File: src/rtl/bus_arbiter_pkg.sv
// ---------------------------------------------------------------------------
// bus_arbiter_pkg
// Shared definitions for the master-side bus front end: default bus widths,
// arbiter FSM state encoding and the read-return slave select codes.
// ---------------------------------------------------------------------------
package bus_arbiter_pkg;

    localparam int BUS_ADDR_W = 16;
    localparam int BUS_DATA_W = 32;

    // Arbiter states; encoding is shared with other bus blocks.
    typedef enum logic [1:0] {
        ST_IDLE   = 2'b00,
        ST_GRANT0 = 2'b01,
        ST_GRANT1 = 2'b10
    } arb_state_t;

    // Registered {s1_sel, s0_sel} codes used on the read-return path.
    localparam logic [1:0] SEL_NONE = 2'b00;
    localparam logic [1:0] SEL_S0   = 2'b01;
    localparam logic [1:0] SEL_S1   = 2'b10;

endpackage

File: src/rtl/bus_rdata_mux.sv
// ---------------------------------------------------------------------------
// bus_rdata_mux
// Read-data return path. Registers the decoder's slave selects (reads only)
// and uses them one cycle later to pick which slave's read data reaches the
// masters.
//   clk, reset         : clock, async active-high reset
//   s0_sel, s1_sel     : slave selects from the address decoder
//   m_wr               : forwarded write strobe (writes return no data)
//   s0_dout, s1_dout   : slave read data, valid one cycle after select
//   m_din              : read data to both masters
// ---------------------------------------------------------------------------
module bus_rdata_mux
    import bus_arbiter_pkg::*;
#(
    parameter int DATA_W = BUS_DATA_W
) (
    input  logic              clk,
    input  logic              reset,
    input  logic              s0_sel,
    input  logic              s1_sel,
    input  logic              m_wr,
    input  logic [DATA_W-1:0] s0_dout,
    input  logic [DATA_W-1:0] s1_dout,
    output logic [DATA_W-1:0] m_din
);

    logic [1:0] rd_sel;

    // Capturing the select here (rather than the grant) keeps the return
    // data tied to the transfer that issued it, even if the grant switches.
    always_ff @(posedge clk or posedge reset) begin
        if (reset) begin
            rd_sel <= SEL_NONE;
        end else begin
            rd_sel <= {s1_sel, s0_sel} & {2{~m_wr}};
        end
    end

    // Both selects set is a decoder fault; return zero rather than a blend.
    always_comb begin
        m_din = '0;
        case (rd_sel)
            SEL_S0:  m_din = s0_dout;
            SEL_S1:  m_din = s1_dout;
            default: m_din = '0;
        endcase
    end

endmodule

File: src/rtl/bus_arbiter.sv
// ---------------------------------------------------------------------------
// bus_arbiter
// Master-side front end of the shared system bus. Arbitrates between two
// masters with alternating tie-break and a bounded hold time, forwards the
// granted master's transfer to the decoder/slaves and returns slave read
// data one cycle after the address.
//   clk, reset                       : clock, async active-high reset
//   m0_req/wr/address/dout           : master 0 request side
//   m1_req/wr/address/dout           : master 1 request side
//   m0_grant, m1_grant               : registered grants
//   m_req/m_wr/m_address/m_dout      : forwarded transfer
//   s0_sel, s1_sel, s0_dout, s1_dout : decoder selects and slave read data
//   m_din                            : read data to both masters
// ---------------------------------------------------------------------------
module bus_arbiter
    import bus_arbiter_pkg::*;
#(
    parameter int ADDR_W   = BUS_ADDR_W,
    parameter int DATA_W   = BUS_DATA_W,
    parameter int MAX_HOLD = 16
) (
    input  logic              clk,
    input  logic              reset,
    input  logic              m0_req,
    input  logic              m0_wr,
    input  logic [ADDR_W-1:0] m0_address,
    input  logic [DATA_W-1:0] m0_dout,
    input  logic              m1_req,
    input  logic              m1_wr,
    input  logic [ADDR_W-1:0] m1_address,
    input  logic [DATA_W-1:0] m1_dout,
    output logic              m0_grant,
    output logic              m1_grant,
    output logic              m_req,
    output logic              m_wr,
    output logic [ADDR_W-1:0] m_address,
    output logic [DATA_W-1:0] m_dout,
    input  logic              s0_sel,
    input  logic              s1_sel,
    input  logic [DATA_W-1:0] s0_dout,
    input  logic [DATA_W-1:0] s1_dout,
    output logic [DATA_W-1:0] m_din
);

    localparam int               HC_W      = $clog2(MAX_HOLD);
    localparam logic [HC_W-1:0]  HOLD_LAST = HC_W'(MAX_HOLD - 1);

    arb_state_t      state;
    logic [HC_W-1:0] hold_cnt;
    logic            last_grant;   // 0: m0 granted last, 1: m1 granted last

    // Arbiter FSM. Grants are registered alongside the state so they are
    // glitch-free Moore outputs. hold_cnt counts grant cycles beyond the
    // first; reaching HOLD_LAST means MAX_HOLD cycles have been served.
    always_ff @(posedge clk or posedge reset) begin
        if (reset) begin
            state      <= ST_IDLE;
            m0_grant   <= 1'b0;
            m1_grant   <= 1'b0;
            hold_cnt   <= '0;
            last_grant <= 1'b1;
        end else begin
            case (state)
                ST_IDLE: begin
                    hold_cnt <= '0;
                    // On a tie, last_grant==1 favours m0 and vice versa.
                    if (m0_req && (!m1_req || last_grant)) begin
                        state      <= ST_GRANT0;
                        m0_grant   <= 1'b1;
                        m1_grant   <= 1'b0;
                        last_grant <= 1'b0;
                    end else if (m1_req) begin
                        state      <= ST_GRANT1;
                        m0_grant   <= 1'b0;
                        m1_grant   <= 1'b1;
                        last_grant <= 1'b1;
                    end
                end
                ST_GRANT0: begin
                    if (m1_req && (!m0_req || hold_cnt == HOLD_LAST)) begin
                        state      <= ST_GRANT1;
                        m0_grant   <= 1'b0;
                        m1_grant   <= 1'b1;
                        hold_cnt   <= '0;
                        last_grant <= 1'b1;
                    end else if (!m0_req) begin
                        state    <= ST_IDLE;
                        m0_grant <= 1'b0;
                        m1_grant <= 1'b0;
                        hold_cnt <= '0;
                    end else if (hold_cnt != HOLD_LAST) begin
                        hold_cnt <= hold_cnt + HC_W'(1);
                    end
                end
                ST_GRANT1: begin
                    if (m0_req && (!m1_req || hold_cnt == HOLD_LAST)) begin
                        state      <= ST_GRANT0;
                        m0_grant   <= 1'b1;
                        m1_grant   <= 1'b0;
                        hold_cnt   <= '0;
                        last_grant <= 1'b0;
                    end else if (!m1_req) begin
                        state    <= ST_IDLE;
                        m0_grant <= 1'b0;
                        m1_grant <= 1'b0;
                        hold_cnt <= '0;
                    end else if (hold_cnt != HOLD_LAST) begin
                        hold_cnt <= hold_cnt + HC_W'(1);
                    end
                end
                default: begin
                    state    <= ST_IDLE;
                    m0_grant <= 1'b0;
                    m1_grant <= 1'b0;
                    hold_cnt <= '0;
                end
            endcase
        end
    end

    // Forward mux. Passing the live req through means a master that drops
    // req while still granted produces no decoder select.
    always_comb begin
        m_req     = 1'b0;
        m_wr      = 1'b0;
        m_address = '0;
        m_dout    = '0;
        case (state)
            ST_GRANT0: begin
                m_req     = m0_req;
                m_wr      = m0_wr;
                m_address = m0_address;
                m_dout    = m0_dout;
            end
            ST_GRANT1: begin
                m_req     = m1_req;
                m_wr      = m1_wr;
                m_address = m1_address;
                m_dout    = m1_dout;
            end
            default: ;
        endcase
    end

    bus_rdata_mux #(
        .DATA_W (DATA_W)
    ) u_rdata_mux (
        .clk     (clk),
        .reset   (reset),
        .s0_sel  (s0_sel),
        .s1_sel  (s1_sel),
        .m_wr    (m_wr),
        .s0_dout (s0_dout),
        .s1_dout (s1_dout),
        .m_din   (m_din)
    );

endmodule

File: config.mk
export PLATFORM = sky130hd
export DESIGN_NAME = bus_arbiter
export DESIGN_NICKNAME = d
export VERILOG_FILES = /design/src/rtl/bus_arbiter_pkg.sv /design/src/rtl/bus_rdata_mux.sv /design/src/rtl/bus_arbiter.sv
export SDC_FILE = /design/constraint.sdc
export NUM_CORES = 1
export LEC_CHECK = 0
export ABC_AREA = 1
export ABC_CLOCK_PERIOD_IN_PS = 2800
export CORE_AREA = 2 2 98 100
export CTS_BUF_LIST = sky130_fd_sc_hd__clkbuf_8
export DETAILED_ROUTE_END_ITERATION = 10
export DIE_AREA = 0 0 100 102
export HOLD_SLACK_MARGIN = 0.06
export PLACE_DENSITY = 0.69
export SLEW_MARGIN = 20
export SYNTH_ARGS = -nofsm -noshare
export SYNTH_HDL_FRONTEND = slang
export SYNTH_SLANG_ARGS = --single-unit
File: constraint.sdc
create_clock -name clk -period 2.8 [get_ports clk]
set_input_delay 0.56 -clock clk [delete_from_list [all_inputs] [get_ports clk]]
set_output_delay 0.56 -clock clk [all_outputs]
set_load 0.01 [all_outputs]
* Word level (Yosys, flattened, before mapping)
Cells that the tools add are included.
** Storage, ports and cells
- Bits in read-only memories :: 0
- Bits in registers :: 11
- Memories :: 0
- Word-level logic and storage cells :: 65
- Input bits :: 168
- Bits in writable memories :: 0
- Latch bits :: 0
** Cells by class
- Multipliers :: 0
- Div/mod/pow operators :: 0
- Add/subtract/negate cells :: 1
- Magnitude comparators :: 0
- Bitwise operators :: 2
- Muxes and demuxes :: 33
- Equal/unequal tests :: 11
- Reductions and logical operators :: 12
- Shifts and indexed selects :: 0
** Operator list (count)
- one-hot mux 32 bit (2 select lines) :: 2
- one-hot mux 16 bit (2 select lines) :: 1
- two-way mux 4 bit :: 5
- two-way mux 1 bit :: 12
- two-way mux 2 bit :: 6
- != test 3 bit, second input constant :: 3
- one-hot mux 1 bit (3 select lines) :: 3
- one-hot mux 4 bit (2 select lines) :: 1
- one-hot mux 2 bit (3 select lines) :: 1
- adder 4 x 1 -> 4 bit, second input constant :: 1
- == test 2 x 1 -> 1 bit, second input constant :: 2
- == test 2 bit, second input constant :: 2
- == test 4 bit, second input constant :: 1
- != test 2 bit, second input constant :: 2
- != test 4 bit, second input constant :: 1
- one-hot mux 1 bit (2 select lines) :: 2
- AND reduction 4 bit :: 1
- logical AND 1 bit :: 3
- logical OR 1 bit :: 3
- AND reduction 3 bit :: 1
- nonzero test 3 bit :: 1
- bitwise AND 2 bit :: 1
- logical NOT 1 bit :: 2
- logical NOT 2 bit :: 1
- inverter 1 bit :: 1

* Longest topological paths before layout
- Word-level depth :: 5
- Depth in mapped cells :: 10
- Mapped depth without buffers :: 9

* Hierarchy
From an unflattened synthesis, not the netlist that was laid out.
** Second synthesis, totals
- Cells, all modules :: 365
- Area, all modules :: 2000.7 sq um
** Modules (own cells, without submodules)
- bus_arbiter :: cells each 249, sequential area each 226.5 sq um, instances 1, area each 1323.8 sq um
- bus_rdata_mux :: cells each 116, sequential area each 50.0 sq um, instances 1, area each 676.9 sq um

* Worst setup path before layout
Ideal clock, no wire load.
- Path kind :: flip-flop to output port
- From :: register state[1]
- To :: output m_address[0]
- Path buffers :: 2
- Data required time :: 2.240 ns
- Slack :: 0.933 ns
- Stages on the path, launching flop included :: 7
- Data arrival time :: 1.307 ns
- Cells stage by stage :: dfrtp_1 -> inv_1 -> ha_1 -> buf_2 -> clkbuf_1 -> nand2_1 -> a21oi_1
** On the way
- Longest elaborated chain between the ends :: 2
- Elaborated cells on any way between the ends :: 3
- Classes of those cells :: eq/ne (2); mux (1)
** RTL lines
- start: declaration :: RTL line bus_arbiter.sv:48 : arb_state_t state;
- start signal: assignment :: RTL line bus_arbiter.sv:57 : state <= ST_IDLE;
- start signal: assignment :: RTL line bus_arbiter.sv:68 : state <= ST_GRANT0;
- start signal: assignment :: RTL line bus_arbiter.sv:73 : state <= ST_GRANT1;
- == test 2 bit or == test 2 x 1 -> 1 bit (tied branches) :: RTL line bus_arbiter.sv:128 : case (state)
- one-hot mux 16 bit (2 select lines) (*) :: RTL line bus_arbiter.sv:128
- end: declaration :: RTL line bus_arbiter.sv:36 : output logic [ADDR_W-1:0] m_address,
Mark *: on every way between the ends. The rest lies on a longest branch, timed or not.

* Final worst setup path
- From :: register state[0]
- To :: output m_dout[0]
** On the way
- Longest elaborated chain between the ends :: 2
- Elaborated cells on any way between the ends :: 3
- Classes of those cells :: eq/ne (2); mux (1)
** RTL lines
- == test 2 bit or == test 2 x 1 -> 1 bit (tied branches) :: RTL line bus_arbiter.sv:128
- one-hot mux 32 bit (2 select lines) (*) :: RTL line bus_arbiter.sv:128
- end: declaration :: RTL line bus_arbiter.sv:37 : output logic [DATA_W-1:0] m_dout,
Marked as above.

==> metrics <==
DP HPWL 7.96 mm; drt drc 0; Psw 1.42 mW; worst min-delay path class reg -> reg; TritonRoute pass-1 iters 4; max_cap viols 0; Max-slew headroom 70.7%; Critical Path AT 2100 ps; Worst Tran Pin Value 438 ps; CTS tree done; largest net degree at the start of global routing 33; sequential cell area 277 um^2; die area 0.0102 mm^2; initial antenna violation count 0; Max Freq 376 MHz; routability cong. 0.771; sequential fraction of the synthesis area 14.8%; switching share of power 47.2%; Ports 252; Worst-path clk slew 50 ps; number of global-route vias before repair 3036; Setup-failing EPs final 0; max-slew violation count 0; area post-placement 0.00456 mm^2; endpoints failing hold 0; clock sink total 11; Worst-Skew Late Latency 240 ps; Req. time, crit path 2240 ps; H-tree depth 1; ANT cells 0; peak supply drop 0.000519 V; Final Skew 2.72 ps; WL/cell 13.1 um; syn_area_per_cell 5.11 um^2; Clk network pwr share 5.2%; Leak 1.77 nW; Filler cells 930; commonest cells after routing, fill and taps aside clkdlybuf4s50_1 (251), nand2_1 (192), a21oi_1 (86); total grt overflow 0; Net Count, Synth 540; Final Cell Area 0.00461 mm^2; synth unique cells 21; RSZ-0062 raised after global routing false; via count 3233; clock buffer depth 2; #FFs+latches synth 11; area of the multi-input gates 0.00144 mm^2; P_int 1.58 mW; Post-Syn Area 0.00187 mm^2; CTS buffer count 3; CTS root buf clkbuf_8; row cnt 35; GR Util All Layers 16.6%; Hold Buf Count CTS 0; core footprint 0.00911 mm^2; setup TNS 0 ps; Mapped Cells 365; die height 102 um; first-pass GRT wire length 13.9 mm; port bufs 251; Area growth, synth to finish 147%; DRT iter0 DRCs 128; pre-CTS setup slack 253 ps; synth warn 0; outcome finished, final reports clean; endpoint class of the critical path output pin; drt total wl 9.40 mm; share of layout cells above drive strength 1 5.27%; Starting Density 20.5%; chip width 100 um; Crit Path Class reg -> out; Tot Pwr 3.00 mW; Critical Path Source Type flip-flop; Logic pwr share 86.6%; ANT nets after route 0; Via density 4.50; pwr dens 651 mW/mm^2; critical path fanouts, max 18; commonest non-fill, non-tap cell in the layout clkdlybuf4s50_1; Reg power frac 8.2%; nets 783; Final Critical Period 2660 ps; crit share post-route 95.1%; final worst slack 137 ps
worst max-delay path, cell delays in order (launching register included):
cell,delay [ps]
dfrtp_1,400
inv_1,80
ha_1,340
inv_2,100
buf_4,210
a21oi_1,160
clkdlybuf4s50_1,570
power by group through the flow:
stage / logic, mW / clock network [mW] / registers, mW
3_3_place_gp: 2.59 / 0 / 0.246
4_1_cts: 2.63 / 0.161 / 0.246
5_1_grt: 2.85 / 0.170 / 0.254
2_1_floorplan: 1.24 / 0 / 0.247
6_report: 2.60 / 0.155 / 0.246
3_5_place_dp: 2.62 / 0 / 0.250
cells by family (layout without fill, tap and decap cells):
kind of cell,Yosys count,in the layout,share of synthesized area [%]
xor gates and xnor gates,1,1,0.469
adders and majority gates,7,7,4.69
AOI/OAI and AO/OA,89,89,23.9
muxes,1,1,0.536
buffers and inverters,41,283,8.51
and+or+nand+nor,215,215,47.1
DFF,11,11,14.8
synth_stat cells:
cell | count | area, um^2
o21ai_0 | 2 | 10.0
buf_2 | 4 | 20.0
inv_1 | 12 | 45.0
xnor2_1 | 1 | 8.76
nand3_4 | 1 | 17.5
nor2_4 | 1 | 11.3
a21oi_1 | 86 | 430
ha_1 | 7 | 87.6
inv_2 | 3 | 11.3
nand3_1 | 7 | 35.0
nand3_2 | 1 | 10.0
mux2i_1 | 1 | 10.0
a31oi_1 | 1 | 6.26
dfstp_2 | 1 | 26.3
clkbuf_1 | 22 | 82.6
nand4_1 | 1 | 6.26
nor2_1 | 5 | 18.8
nand2_4 | 3 | 33.8
dfrtp_1 | 10 | 250
nand2_2 | 4 | 25.0
nand2_1 | 192 | 721
metal layers:
layer  vias up  track usage (%)  part of all wire (%)  wire length, um
met5         -                0                     0                0
met4         0             2.53                  0.53               50
met1      1417             16.8                    36             3400
met2       163             34.8                    53             4970
met3         4             3.76                    10              984
li1       1649                -                     -                -
through the flow:
step                      instances  hold slack [ps]  utilization, %
final                           718              466            50.6
after global routing            718              487            50.6
after CTS                       718              469            50.5
after detailed placement        714              460            50.0
after global placement          714              457            50.0
after floorplan                 365              412               -
layout make-up:
class	instances	area share (%)
clock buffer	3	0.896
clock inverter	1	0.0815
inverter	15	1.22
multi-input combinational	313	31.2
sequential	11	6.00
tap	111	3.01
timing repair buffer	264	57.6
repair_timing:
| item | 4_1_cts | 5_1_grt |
|---|---|---|
| endpoints found under the setup margin | 0 | 1 |
| resized for setup | 0 | 2 |
| hold endpoints to repair | 0 | 0 |
| setup buffers | 0 | 0 |
path summary, 6_finish.rpt:
path	to	depth (start not counted)	slack, ps	startpoint
max in group asynchronous	last_grant$_DFFE_PP1P_	2	1840	reset
min	last_grant$_DFFE_PP1P_	2	470	last_grant$_DFFE_PP1P_
min reg2reg	last_grant$_DFFE_PP1P_	2	470	last_grant$_DFFE_PP1P_
min in group asynchronous	hold_cnt[0]$_DFF_PP0_	2	630	reset
max	m_dout[0]	6	140	state[0]$_DFFE_PP0P_
max reg2reg	hold_cnt[2]$_DFF_PP0_	9	1200	state[0]$_DFFE_PP0P_
state kept, by name, summed over array words and instances (netlist names):
name	cells
hold_cnt	4
state	2
u_rdata_mux.rd_sel	2
last_grant	1
m0_grant	1
m1_grant	1
(Power assumes the default switching activity.)
==> patch 1 (same settings) <==
Encoding of `arb_state_t`: now one-hot (3 bits for 3 states).
--- a/src/rtl/bus_arbiter_pkg.sv
+++ b/src/rtl/bus_arbiter_pkg.sv
@@ -11,6 +11,6 @@
     // Arbiter states; encoding is shared with other bus blocks.
-    typedef enum logic [1:0] {
-        ST_IDLE   = 2'b00,
-        ST_GRANT0 = 2'b01,
-        ST_GRANT1 = 2'b10
+    typedef enum logic [2:0] {
+        ST_IDLE   = 3'b001,
+        ST_GRANT0 = 3'b010,
+        ST_GRANT1 = 3'b100
     } arb_state_t;
Function: no difference found for any inputs over 10 cycles, from zero or initial values and one cycle with reset high; not proved beyond that.
==> patch 1 against the original RTL <==
- power shrank 29%
- worst setup slack improved by 34 ps
- cell area down 6.6%
- area after synthesis shrank 14%
- routed wire length decreased by 0.75%
- sequential power grew 8.1%
- sequential cell count increased by 1
- first-iteration DRC count fell by 54%
- synthesized cell count shrank 33%
- largest cell class unchanged
- largest power group unchanged
==> patch 1: results (changes against the original RTL) <==
Status
  • Status: finished, final reports clean

Logic synthesis
  • Synth area leaders: a22o_1 (26%), nand2_1 (20%), dfrtp_1 (16%)
  • Syn Inst Count: 244 (-33%)
  • Post-synth top cells: nand2_1 (84), a22o_1 (48), a21oi_1 (35)
  • Sequential area share after synthesis: 18.95% (+4.1 points)
  • Library cells used by synthesis: 23 (+9.5%)

Worst setup path
  • Reg-to-reg endpoint: last_grant
  • Critical path peak fanout: 17 (-1)
  • CP max stage delay: 550 ps (-20 ps)
  • Worst Path Arrival: 2070 ps (-30 ps)
  • Origin of the critical flop-to-flop path: state[0]
  • Reg2reg setup slack: 1220 ps (+20 ps)

Final layout
  • Layout cell share with drive strength beyond 1: 6.339% (+1.1 points)
  • Fillers: 894 (-3.9%)
  • Biggest regs: hold_cnt (4), state (3), u_rdata_mux.rd_sel (2)

Route
  • Vias: 2687 (-17%)
  • DR iter-0 viols: 59 (-54%)
  • DR vias/cell: 4.471 (-0.71%)
  • Average wire per standard cell: 15.53 microns (+19%)

Power
  • Leakage: 0.001702 uW (-3.8%)
  • Sw Ratio: 38.98% (-8.2 points)

Placed design
  • DPL Wire Length: 7951 microns (-0.17%)
  • RePlAce Congestion: 0.8641 (+12%)

Global route
  • Vias in the first global route: 2587 (-15%)
  • Gr usage total: 16.10% (-0.48 points)
  • Global-route wire length before repair: 13210 microns (-4.8%)

CTS
  • Cts bufs inserted: 3 (unchanged)

Timing
  • Hold slack: 465.5 ps (-0.2750 ps)
-- patch 1: changes by cell type after synthesis, moves of 4 or more --
cell / unedited run / this run
clkbuf_1: 22 / 9
ha_1: 7 / 3
nand2_1: 192 / 84
a22o_1: 0 / 48
a21oi_1: 86 / 35
buf_2: 4 / 8
-- patch 1: cell type report --
class	instances	area, sq um	share of cell area (%)
antenna	1	2.502	0.05816
clock buffer	4	55.05	1.279
inverter	16	60.06	1.396
multi-input combinational	197	1139	26.46
sequential	12	302.8	7.037
tap	111	138.9	3.228
timing repair buffer	260	2605	60.54
-- patch 1: through the flow --
stage               setup slack, ps  power [uW]  utilization, %  area, sq um
floorplan                      1044        1028               -         1598
finish                        170.8        2122           47.24         4303
global placement              367.4        1928           46.61         4245
global route                  10.16        2278           47.21         4300
detailed placement            364.1        1944           46.61         4245
CTS                           140.3        2145           47.21         4300
-- patch 1: worst max path at each step --
stage | startpoint | to | cells past startpoint
after floorplan | state[0] | m_address[10] | 6
after global placement | m0_req | m_req | 4
after detailed placement | m0_req | m_req | 4
after CTS | state[1] | m_dout[17] | 6
after global routing | state[1] | m_dout[18] | 6
final | state[1] | m_dout[18] | 6
-- patch 1: logic make-up after synthesis --
logic type | Yosys count | share of synthesized area (%)
buffers and inverters | 35 | 9.789
AOI/OAI and AO/OA | 87 | 39.47
adders and majority gates | 3 | 2.350
xor gates and xnor gates | 3 | 1.645
muxes | 1 | 0.6265
and+or+nand+nor | 103 | 27.17
DFF | 12 | 18.95
-- patch 1: critical path: cells and delay by family (launching register included) --
family	cells	cell delay (ps)
DFF	1	390
buffers and inverters	4	1160
AOI/OAI and AO/OA	1	140
and+or+nand+nor	1	130
-- patch 1: per-layer routing --
metal | share of wire, % | track usage (%)
met4 | 0.90 | 2.107
met2 | 51 | 29.73
met3 | 9.4 | 5.198
met5 | 0 | 0
met1 | 38 | 18.72
-- patch 1: power by group through the flow --
| stage | clock [uW] | combinational (uW) | sequential (uW) |
|---|---|---|---|
| 5_1_grt | 208 | 1800 | 274 |
| 3_3_place_gp | 0 | 1660 | 267 |
| 2_1_floorplan | 0 | 759 | 269 |
| 3_5_place_dp | 0 | 1680 | 269 |
| 4_1_cts | 194 | 1680 | 267 |
| 6_report | 188 | 1670 | 266 |
==> patch 2 (config.mk and constraints unchanged) <==
Without the edit above. Set the parameter `MAX_HOLD` to 32 (it was 16).
--- a/src/rtl/bus_arbiter.sv
+++ b/src/rtl/bus_arbiter.sv
@@ -19,3 +19,3 @@
     parameter int DATA_W   = BUS_DATA_W,
-    parameter int MAX_HOLD = 16
+    parameter int MAX_HOLD = 32
 ) (
Formal check against the unedited RTL: same outputs for any inputs over 10 cycles, from zero or initial values and one cycle with reset high; that may be too few to reach the edited logic, so the function may still have changed.
==> patch 2 against the original RTL <==
- die area stayed put
- worst setup slack worse by 65 ps
- routed wire length is 7.1% higher
- largest cell class unchanged
- register-to-register slack got worse by 120 ps
- area after synthesis grew 0.54%
- power decreased by 6.7%
- cell area grew 0.98%
- clock power up 23%
- sequential cell count is 1 higher
==> patch 2: results (changes against the original RTL) <==
Timing
  • Clk_skew: 2.228 ps (-0.4938 ps)
  • Hold slack: 464.8 ps (-0.9610 ps)
  • Slew headroom: 67.82% (-2.9 points)

Final layout
  • Fin nets: 782 (-0.13%)
  • Biggest regs: hold_cnt (5), state (2), u_rdata_mux.rd_sel (2)
  • Layout cell share with drive strength beyond 1: 5.941% (+0.67 points)
  • Area of the multi-input gates: 0.001454 sq mm (+1.2%)
  • Fillers: 900 (-3.2%)

Logic synthesis
  • Synth area leaders: nand2_1 (37%), a21oi_1 (23%), dfrtp_1 (15%)
  • Avg Inst Size Synth: 5.170 sq um (+1.1%)
  • Share of synthesized registers carrying an async set or reset: 100.0% (unchanged)
  • Syn nets: 538 (-0.37%)
  • Sequential area share after synthesis: 16.07% (+1.3 points)
  • Post-synth top cells: nand2_1 (186), a21oi_1 (87), clkbuf_1 (22)
  • Yosys warnings: 0 (unchanged)

Hold path
  • Min-delay src: last_grant

Route
  • Met2 WL post-DR: 5052 microns (+1.7%)
  • Vias: 3300 (+2.1%)
  • DR iter-0 viols: 124 (-3.1%)
  • Average wire per standard cell: 14.02 microns (+7.1%)
  • DRT met1 WL: 3647 microns (+7.3%)
  • Met3 routed WL: 1111 microns (+13%)
  • DR vias/cell: 4.596 (+2.1%)

Placed design
  • Placed cell count: 713 (-0.14%)
  • RePlAce Congestion: 0.8903 (+15%)
  • DPL Wire Length: 8394 microns (+5.4%)

CTS
  • Clock buffer depth: 2 (unchanged)
  • Later-pin clock latency in the skew report: 240 ps (about the same)

Worst setup path
  • FF-to-FF path depth: 9 (unchanged)
  • Origin of the critical flop-to-flop path: state[1]
  • Worst Path Arrival: 2170 ps (+70 ps)
  • Reg-to-reg endpoint: state[1]
  • Reg2reg setup slack: 1080 ps (-120 ps)
  • Critical path peak fanout: 8 (-10)

Power
  • Maximum vdd drop: 0.2675 mV (-48%)
  • Leakage: 0.001831 uW (+3.5%)

Global route
  • Vias in the first global route: 3010 (-0.86%)
  • Global-route wire length before repair: 14140 microns (+1.9%)
  • Gr usage total: 17.25% (+0.67 points)

Status
  • Status: finished, final reports clean
[patch 2: cells by family after synthesis]
logic type	synth area share, %
buffers and inverters	8.467
DFF	16.07
xor gates and xnor gates	0.9335
AOI/OAI and AO/OA	24.33
adders and majority gates	4.666
and+or+nand+nor	45.00
muxes	0.5334
[patch 2: final cells by class]
class                   instances  area share, %
repair buffers                265          56.82
multi-input cells             310          31.24
flip-flops and latches         12          6.507
well taps                     111          2.985
inverters                      15          1.210
clock buffers                   4          1.183
diodes                          1        0.05378
[patch 2: repair_timing]
item                       4_1_cts  5_1_grt
cloned                           0        0
setup endpoints to repair       21       34
hold buffers                     0        0
gates resized for setup          1       11
[patch 2: routing by layer]
metal | global-route usage (%) | vias up
li1 | - | 1645
met1 | 17.86 | 1440
met2 | 33.06 | 194
met3 | 5.404 | 21
met4 | 5.690 | 0
met5 | 0 | -
[patch 2: how the worst max path moves through the flow]
stage,from,end,slack [ps],cells after the start
finish,state[1],m_dout[25],70,5
detailed placement,m0_dout[25],m_dout[25],180,4
global route,state[1],m_dout[28],7,6
CTS,state[0],m_dout[16],20,6
global placement,m0_dout[25],m_dout[25],140,4
floorplan,state[1],m_address[0],930,6
[patch 2: through the flow]
stage          total power (uW)  instance area, sq um  setup WS (ps)  util (%)
2_1_floorplan              1338                  1877          933.4         -
3_3_place_gp               2521                  4536          141.1     49.79
3_5_place_dp               2552                  4536          175.3     49.79
4_1_cts                    2759                  4594          18.68     50.44
5_1_grt                    3011                  4651          7.103     51.06
6_report                   2798                  4653          72.00     51.09
[patch 2: where the power goes]
group | internal (uW) | switching (uW) | total (uW)
combinational | 1150 | 1200 | 2350
sequential | 223 | 38.7 | 261
clock | 124 | 65.3 | 190
[patch 2: worst max-delay path, stage by stage, from the launching register on]
cell and delay [ps]:
dfrtp_1 430, inv_1 130, ha_4 300, inv_2 90, a21oi_1 340, clkdlybuf4s50_1 630
